<file path="config.mk">
export PLATFORM = sky130hd
export DESIGN_NAME = phase_selector_flat
export DESIGN_NICKNAME = d
export VERILOG_FILES = /design/src/rtl/phase_selector_pkg.sv /design/src/rtl/phase_selector_if.sv /design/src/rtl/phase_selector_abs_sat.sv /design/src/rtl/phase_selector.sv /design/src/flat_wrapper.sv
export SDC_FILE = /design/constraint.sdc
export NUM_CORES = 1
export LEC_CHECK = 0
export BUFFER_PORTS_ARGS = -buffer_cell sky130_fd_sc_hd__buf_2
export CAP_MARGIN = 0
export CORE_MARGIN = 2
export CORE_UTILIZATION = 60
export DETAILED_ROUTE_END_ITERATION = 8
export PLACE_DENSITY = 0.87
export SLEW_MARGIN = 20
export SYNTH_ARGS = -nofsm -noshare
export SYNTH_HDL_FRONTEND = slang
export SYNTH_SLANG_ARGS = --single-unit
</file>
<file path="constraint.sdc">
create_clock -name i_clk -period 12.2 [get_ports i_clk]
set_clock_uncertainty 0.2 [all_clocks]
set_input_delay 1.22 -clock i_clk [delete_from_list [all_inputs] [get_ports i_clk]]
set_output_delay 1.22 -clock i_clk [all_outputs]
set_load 0.005 [all_outputs]
</file>
<file path="src/rtl/phase_selector_pkg.sv">
// phase_selector_pkg: shared FSM states and width helpers for phase_selector
package phase_selector_pkg;
  localparam int NB_DATA_DEF = 16;
  localparam int OS_DEF = 4;
  localparam int NB_WIN_DEF = 10;
  typedef enum logic [1:0] {IDLE, SCAN, DONE} state_t;
  function automatic int nb_phase(input int os);
    return $clog2(os);
  endfunction
  function automatic int nb_acc(input int nb_data, input int nb_win);
    return nb_data - 1 + nb_win;
  endfunction
endpackage

</file>
<file path="src/rtl/phase_selector_if.sv">
// phase_selector_if: sample stream in, selected phase out
interface phase_selector_if import phase_selector_pkg::*; #(
  parameter int NB_DATA = NB_DATA_DEF,
  parameter int OS = OS_DEF
);
  logic i_valid;
  logic signed [NB_DATA-1:0] i_data;
  logic [nb_phase(OS)-1:0] o_phase;
  logic o_valid;
  modport master (output i_valid, i_data, input o_phase, o_valid);
  modport slave (input i_valid, i_data, output o_phase, o_valid);
endinterface

</file>
<file path="src/rtl/phase_selector_abs_sat.sv">
// abs_sat: saturating absolute value, most negative input maps to max positive
module abs_sat #(
  parameter int NB_DATA = 16
) (
  input  logic signed [NB_DATA-1:0] i_data,
  output logic [NB_DATA-2:0] o_mag
);
  assign o_mag = !i_data[NB_DATA-1] ? i_data[NB_DATA-2:0] :
                 (i_data[NB_DATA-2:0] == '0) ? '1 : -i_data[NB_DATA-2:0];
endmodule

</file>
<file path="src/rtl/phase_selector.sv">
// phase_selector: per-phase energy over 2^NB_WIN symbols, argmax on snapshot; PHASE_SEL_HYST_EN adds 12.5% hysteresis
module phase_selector import phase_selector_pkg::*; #(
  parameter int NB_DATA = NB_DATA_DEF,
  parameter int OS = OS_DEF,
  parameter int NB_WIN = NB_WIN_DEF
) (
  input logic i_clk,
  input logic i_rst,
  phase_selector_if.slave bus
);
  localparam int NB_PHASE = nb_phase(OS);
  localparam int NB_ACC = nb_acc(NB_DATA, NB_WIN);
  logic [NB_DATA-2:0] mag;
  logic [NB_PHASE-1:0] ph_q, idx_q, best_idx_q, o_phase_q;
  logic [NB_WIN-1:0] sym_q;
  logic [NB_ACC-1:0] acc_q [OS];
  logic [NB_ACC-1:0] snap_q [OS];
  logic [NB_ACC-1:0] best_q;
  state_t state_q;
  logic o_valid_q, win_end, take;
  abs_sat #(.NB_DATA(NB_DATA)) u_abs (.i_data(bus.i_data), .o_mag(mag));
  assign win_end = bus.i_valid && ph_q == NB_PHASE'(OS - 1) && &sym_q;
`ifdef PHASE_SEL_HYST_EN
  logic [NB_ACC:0] thr;
  assign thr = {1'b0, snap_q[o_phase_q]} + {4'b0, snap_q[o_phase_q][NB_ACC-1:3]};
  assign take = {1'b0, best_q} > thr;
`else
  assign take = 1'b1;
`endif
  assign bus.o_phase = o_phase_q;
  assign bus.o_valid = o_valid_q;
  // counters and accumulators advance on valid samples; window end snapshots and clears
  always_ff @(posedge i_clk or posedge i_rst) begin
    if (i_rst) begin
      ph_q <= '0;
      sym_q <= '0;
      for (int k = 0; k < OS; k++) begin
        acc_q[k] <= '0;
        snap_q[k] <= '0;
      end
    end else if (bus.i_valid) begin
      ph_q <= ph_q + 1'b1;
      if (ph_q == NB_PHASE'(OS - 1)) sym_q <= sym_q + 1'b1;
      for (int k = 0; k < OS; k++) begin
        acc_q[k] <= win_end ? '0 : (ph_q == NB_PHASE'(k)) ? acc_q[k] + NB_ACC'(mag) : acc_q[k];
        if (win_end) snap_q[k] <= (ph_q == NB_PHASE'(k)) ? acc_q[k] + NB_ACC'(mag) : acc_q[k];
      end
    end
  end
  // scan FSM: one snapshot entry per cycle, strict greater keeps lowest index on ties
  always_ff @(posedge i_clk or posedge i_rst) begin
    if (i_rst) begin
      state_q <= IDLE;
      idx_q <= '0;
      best_q <= '0;
      best_idx_q <= '0;
      o_phase_q <= '0;
      o_valid_q <= 1'b0;
    end else begin
      o_valid_q <= 1'b0;
      case (state_q)
        IDLE: if (win_end) begin
          state_q <= SCAN;
          idx_q <= '0;
          best_q <= '0;
          best_idx_q <= '0;
        end
        SCAN: begin
          if (snap_q[idx_q] > best_q) begin
            best_q <= snap_q[idx_q];
            best_idx_q <= idx_q;
          end
          idx_q <= idx_q + 1'b1;
          if (idx_q == NB_PHASE'(OS - 1)) state_q <= DONE;
        end
        DONE: begin
          if (take) o_phase_q <= best_idx_q;
          o_valid_q <= 1'b1;
          state_q <= IDLE;
        end
        default: state_q <= IDLE;
      endcase
    end
  end
endmodule

</file>
<file path="src/flat_wrapper.sv">
// flat-port wrapper written by rule: the top's interface ports become plain ports
module phase_selector_flat import phase_selector_pkg::*;
#(
  parameter int NB_DATA = NB_DATA_DEF,
  parameter int OS = OS_DEF,
  parameter int NB_WIN = NB_WIN_DEF
)
  (i_clk, i_rst, bus_i_valid, bus_i_data, bus_o_phase, bus_o_valid);
  phase_selector_if #(.NB_DATA(NB_DATA), .OS(OS)) bus_i ();
  input logic i_clk;
  input logic i_rst;
  input wire logic [$bits(bus_i.i_valid)-1:0] bus_i_valid;
  input wire logic [$bits(bus_i.i_data)-1:0] bus_i_data;
  output wire logic [$bits(bus_i.o_phase)-1:0] bus_o_phase;
  output wire logic [$bits(bus_i.o_valid)-1:0] bus_o_valid;
  assign bus_i.i_valid = bus_i_valid;
  assign bus_i.i_data = bus_i_data;
  assign bus_o_phase = bus_i.o_phase;
  assign bus_o_valid = bus_i.o_valid;
  phase_selector #(.NB_DATA(NB_DATA), .OS(OS), .NB_WIN(NB_WIN)) u_core (.i_clk(i_clk), .i_rst(i_rst), .bus(bus_i));
endmodule
</file>
=== Yosys cells after proc, flatten, opt, wreduce, memory -nomap -nowiden ===
Index checks and enable logic that the tools add are counted.
Widths: inputs -> output; s select.

* Bits of input ports: 19
* Register bits: 246
* Output and inout port bits: 3

* Equality and inequality tests: 9
* Magnitude comparators: 2
* Mux-type cells: 24
* Reduce and logical (&&, ||, !) cells: 12
* Bitwise logic cells: 1
* Add/subtract/negate cells: 8

{| class="wikitable"
|+ Operators by type and width
! cell !! number
|-
| $mux 25 || 12
|-
| $add 25x15->25 || 4
|-
| $bmux 25 s2 || 1
|-
| $pmux 25 s2 || 1
|-
| $mux 15 || 2
|-
| $gt 25x25->1 || 1
|-
| $logic_not 15->1 || 1
|-
| $neg 15->15 || 1
|-
| $pmux 2 s2 || 3
|-
| $add 10x1->10 const B || 1
|-
| $reduce_and 10->1 || 1
|-
| $eq 2x2->1 const B || 4
|-
| $mux 2 || 4
|-
| $reduce_and 2->1 || 4
|-
| $ne 2x1->1 const B || 3
|-
| $add 2x1->2 const B || 2
|-
| $eq 2x1->1 const B || 2
|-
| $logic_not 2->1 || 2
|-
| $ge 3x3->1 const B || 1
|-
| $not 2->3 || 1
|-
| $reduce_and 3->1 || 1
|-
| $logic_and 1x1->1 || 2
|-
| $reduce_bool 2->1 || 1
|-
| $mux 1 || 1
|}

=== Logic depth before layout (Yosys ltp) ===
* Depth after elaboration: 7
* Mapped depth: 20

=== Cells and area by module ===
From an unflattened synthesis, not the netlist that was laid out.

* Cells, all modules: 1,640
* Area total of the unflattened synthesis: 15,544.9 um^2

{| class="wikitable"
|+ Modules (own cells, without submodules)
! module !! cells each !! times used !! area an instance (um^2) !! seq. area each (um^2)
|-
| phase_selector || 1,580 || 1 || 15,119.5 || 6,155.9
|-
| abs_sat || 60 || 1 || 425.4 || 0.0
|}

=== Worst setup path before layout ===
Ideal clock, no wire load.

* Path type: input to register
* Start: input bus_i_data[0]
* End: register u_core.acc_q[68] (netlist bit)
* Arrival time: 5.885 ns
* Path slack: 5.989 ns
* Data required time: 11.874 ns
* Stages on the path: 18
* Library setup time: 0.126 ns
* Cells stage by stage: inv_1 > ha_1 > or3b_1 > or3_4 > or3_4 > or3_4 > or2_1 > buf_6 > a21oi_1 > ha_1 > and3_1 > a22o_1 > o41ai_1 > o211ai_1 > a31oi_2 > nand3b_1 > nor3_1 > a311o_1

* Word-level cells in the longest chain between the ends: 6
* Elaborated cells between the ends (all ways): 7
* Those cells by class: 2 x add/sub; 4 x mux; 1 x reduce/logical

{| class="wikitable"
|+ RTL lines
! what !! RTL line !! source
|-
| from (decl) || flat_wrapper.sv:13 || <nowiki>input wire logic [$bits(bus_i.i_data)-1:0] bus_i_data;</nowiki>
|-
| $neg 15->15 or $logic_not 15->1 (tied branches) || phase_selector_abs_sat.sv:9 || <nowiki>(i_data[NB_DATA-2:0] == '0) ? '1 : -i_data[NB_DATA-2:0];</nowiki>
|-
| $mux 15 || phase_selector_abs_sat.sv:9 ||
|-
| $mux 15 (*) || phase_selector_abs_sat.sv:8 || <nowiki>assign o_mag = !i_data[NB_DATA-1] ? i_data[NB_DATA-2:0] :</nowiki>
|-
| $add 25x15->25 (*) || phase_selector.sv:45 || <nowiki>acc_q[k] <= win_end ? '0 : (ph_q == NB_PHASE'(k)) ? acc_q[k] + NB_ACC'(mag) : acc_q[k];</nowiki>
|-
| $mux 25 (*) (2 in series) || phase_selector.sv:45 ||
|-
| to (signal, indexed assignment) || phase_selector.sv:45 ||
|-
| to (decl) || phase_selector.sv:16 || <nowiki>logic [NB_ACC-1:0] acc_q [OS];</nowiki>
|}

Mark *: on every way between the ends. The rest lies on a longest branch, timed or not.
A chain may end at the register's enable or synchronous reset.

=== Worst setup path after layout ===
* Start: input bus_i_data[0]
* End: register u_core.acc_q[95] (netlist bit)

Same word-level chain as after synthesis.

==> results.sh <==
export IMPL_postSynthRegisterBits=246
export IMPL_die_width_um=163
export IMPL_synth_top_cells_by_count="246 x dfrtp_1, 229 x nand2_1, 215 x o21ai_0"
export IMPL_ys_seq_area_share_pct=40.5
export IMPL_clock_tree_buffer_depth=3
export IMPL_pwr_share_seq_pct=32.8
export IMPL_post_route_min_period_ns=6.82
export IMPL_ctsResizeCount=0
export IMPL_synth_edf_count=0
export IMPL_all_layer_gr_usage_pct=29.1
export IMPL_worstPathRequired_ns=12.43
export IMPL_global_placer_s_final_weighted_congestion=0.968
export IMPL_worstPathCellList="buf_2 -> inv_1 -> ha_1 -> or3b_1 -> or3_4 -> or3_4 -> or3_4 -> nor2_2 -> nor2_1 -> a21oi_1 -> inv_1 -> fa_1 -> nand2b_1 -> a21oi_1 -> nor3_1 -> nor3_1 -> o2111ai_1 -> a21oi_1 -> o21ai_0 -> a21o_1"
export IMPL_dr_total_vias=12500
export IMPL_max_clock_freq_mhz=147
export IMPL_core_region_area_um2=25000
export IMPL_ys_warnings_count=0
export IMPL_finalInstanceArea_um2=16500
export IMPL_antenna_violations_before_repair=0
export IMPL_chipHeight_um=163
export IMPL_cts_tree="done"
export IMPL_std_cell_rows=58
export IMPL_synth_top_flop_cell="dfrtp_1"
export IMPL_post_layout_nonfiller_instances=1952
export IMPL_outcome="complete, no violations"
export IMPL_cts_made_buffers=26
export IMPL_clk_insertion_delay_late_ns=0.54
export IMPL_placed_area_um2=15600
export IMPL_synth_largest_area_cell="dfrtp_1"
export IMPL_timing_max_slew_rel_slack_pct=22.8
export IMPL_synth_area_um2=15200
export IMPL_synth_area_per_inst_um2=9.40
export IMPL_crit_path_top_delay_cell="a21oi_1"
export IMPL_mappedNetlistNets=1751
export IMPL_power_share_combinational_pct=41.5
export IMPL_grt_first_pass_wirelength_um=62200
export IMPL_post_synth_num_cell_types=63
export IMPL_slowest_delay_ns=0.86
export IMPL_postSynth_asyncResetShare_pct=100
export IMPL_finalSetupTns_ns=0
export IMPL_n_antenna_cell=0
export IMPL_drcViolationCount=0
export IMPL_area_growth_syn_to_layout_pct=8.38
export IMPL_switching_power_mw=1.27
export IMPL_ir_drop_v=0.000191
export IMPL_drv_max_cap_violation_count=0
export IMPL_cp_arrival_ns=7.05
export IMPL_dr_pass1_iters=5
export IMPL_global_route_congestion_overflow_total=0
export IMPL_antenna_left=0
export IMPL_leading_post_synthesis_cells_by_cell_area="dfrtp_1 40%, ha_1 9.1%, o21ai_0 7.1%"
export IMPL_io_pin_count=22
export IMPL_numPlacedInstances=1907
export IMPL_ctsHoldBuffers=0
export IMPL_worst_setup_path_end_kind="flop"
export IMPL_cts_max_level=1
export IMPL_sw_share_pct=38.5
export IMPL_fin_crit_sh_pct=55.9
export IMPL_leakagePower_nw=7.88
export IMPL_initial_utilization_pct=60.7
export IMPL_cts_root_buffer_cell="clkbuf_16"
export IMPL_power_density_nw_per_um2=200
export IMPL_internal_power_mw=2.02
export IMPL_route_detailed_vias_per_inst=6.40
export IMPL_route_final_wire_length_um=37800
export IMPL_yosys_cell_count_top_type="dfrtp_1"
export IMPL_hold_violations=0
export IMPL_unrepaired_setup_endpoints_after_global_routing="false"
export IMPL_pwr_share_clk_pct=25.7
export IMPL_layout_drive_gt1_share_pct=8.01
export IMPL_whs_ns=0.272
export IMPL_dr_first_iter_drc_count=1394
export IMPL_clk_pin_slew_ns=0.06
export IMPL_nets_final=1739
export IMPL_hold_path_class="flop to flop"
export IMPL_io_buffer_count=21
export IMPL_finalSetupViolations=0
export IMPL_postSynthCellCount=1617
export IMPL_netlist_area_leader_share_pct=40.5
export IMPL_path_max_fanout=10
export IMPL_dpl_hpwl_um=25800
export IMPL_register_area_um2=6160
export IMPL_criticalPathCategory="input pin to flop"
export IMPL_crit_path_start_kind="input pin"
export IMPL_drv_slew=0
export IMPL_number_of_fill_cells_in_the_layout=1868
export IMPL_route_detailed_wl_per_inst_um=19.4
export IMPL_die_area_um2=26600
export IMPL_grt_start_max_net_pins=103
export IMPL_clock_tree_sinks=246
export IMPL_max_slew_worst_pin_slew_ns=1.15
export IMPL_multiInputGateArea_um2=8530
export IMPL_setup_reg_to_reg_worst_slack_ns=7.96
export IMPL_cts_setup_buffers=0
export IMPL_grt_pass1_vias=12400
per-stage QoR:
stage / worst slack (ns) / util [%] / total power, mW
2_1_floorplan: 4.02 / - / 2.09
4_1_cts: 5.50 / 65.8 / 3.27
6_report: 5.38 / 65.8 / 3.29
5_1_grt: 5.05 / 65.8 / 3.48
3_5_place_dp: 5.00 / 62.2 / 2.40
3_3_place_gp: 5.18 / 62.2 / 2.33
sequential cells by signal (all words and copies together) (netlist names):
signal / flops
u_core.acc_q: 100
u_core.snap_q: 100
u_core.best_q: 25
u_core.sym_q: 10
u_core.best_idx_q: 2
u_core.bus.o_phase: 2
u_core.idx_q: 2
u_core.ph_q: 2
u_core.state_q: 2
u_core.bus.o_valid: 1
critical path: cells and delay by family:
family | cells | cell delay (ns)
AO/OA/AOI/OAI | 6 | 2.20
adder cells (fa/ha/maj) | 2 | 0.67
AND/OR/NAND/NOR | 9 | 2.60
buffers and inverters | 3 | 0.36
per-layer routing:
layer / share of wire (%) / GRT usage [%] / vias to the layer above
li1: - / - / 5761
met1: 43 / 40.5 / 6125
met2: 47 / 47.1 / 511
met3: 7.3 / 3.89 / 95
met4: 2.9 / 10.6 / 0
met5: 0 / 0 / -
path summary, 6_finish.rpt:
check,startpoint,to,cells past startpoint
worst max-delay path,bus_i_data[0],u_core.acc_q[95]$_DFFE_PP0P_,20
worst min-delay path,u_core.sym_q[8]$_DFFE_PP0P_,u_core.sym_q[8]$_DFFE_PP0P_,1
worst max register to register,u_core.ph_q[0]$_DFFE_PP0P_,u_core.best_q[21]$_DFFE_PP0P_,7
worst min register to register,u_core.sym_q[8]$_DFFE_PP0P_,u_core.sym_q[8]$_DFFE_PP0P_,1
max in group asynchronous,i_rst,u_core.acc_q[85]$_DFFE_PP0P_,3
min in group asynchronous,i_rst,u_core.best_q[0]$_DFFE_PP0P_,2
power by group through the flow:
stage / sequential, mW / clock, mW / combinational, mW
after floorplan: 1.05 / 0 / 1.04
after global placement: 1.08 / 0 / 1.26
after detailed placement: 1.09 / 0 / 1.32
after CTS: 1.07 / 0.854 / 1.34
after global routing: 1.10 / 0.885 / 1.50
final: 1.08 / 0.846 / 1.37
final cells by class:
type | count | share of cell area, %
sequential | 246 | 37.4
clock inverter | 10 | 0.957
multi-input combinational | 1231 | 51.8
clock buffer | 35 | 4.52
timing repair buffer | 38 | 1.41
tap | 330 | 2.51
inverter | 62 | 1.46
cells in the final DEF, fill, tap and decap left out, types with 5 or more instances in the layout:
master     Yosys  final
a31oi_1        7      7
nand4_1       25     25
nand3_1       31     29
a211oi_1       8      8
and2_1         8      8
inv_1         62     61
nand2_1      229    228
nor2_1        66     66
buf_4          0     17
buf_2          1     21
o21ai_0      215    212
nand2b_1      15     15
xnor2_1       75     75
o22ai_1        9      9
ha_1         111    111
a21boi_0      12     12
o31ai_1        6      6
clkbuf_16      0     27
o211ai_1       8      8
xor2_1        26     26
nor3b_1       11     10
mux2i_1       41     41
mux2_2         9      9
nor3_1        19     19
a21oi_1       68     68
mux4_2        25     25
o41ai_1        5      5
nor4_1         6      6
and3_1        25     25
o21a_1         9      9
or3_1         18     18
nor2b_1       10     10
a22o_1        44     44
a21o_1        43     43
dfrtp_1      246    245
cells by family after synthesis:
logic type	Yosys count	share of synthesized area [%]
AND/OR/NAND/NOR	478	14.7
flip-flops	246	40.5
AO/OA/AOI/OAI	462	18.7
adder cells (fa/ha/maj)	115	9.66
multiplexers	75	7.07
buffers and inverters	140	3.58
XOR/XNOR	101	5.82
(Power assumes the default switching activity.)
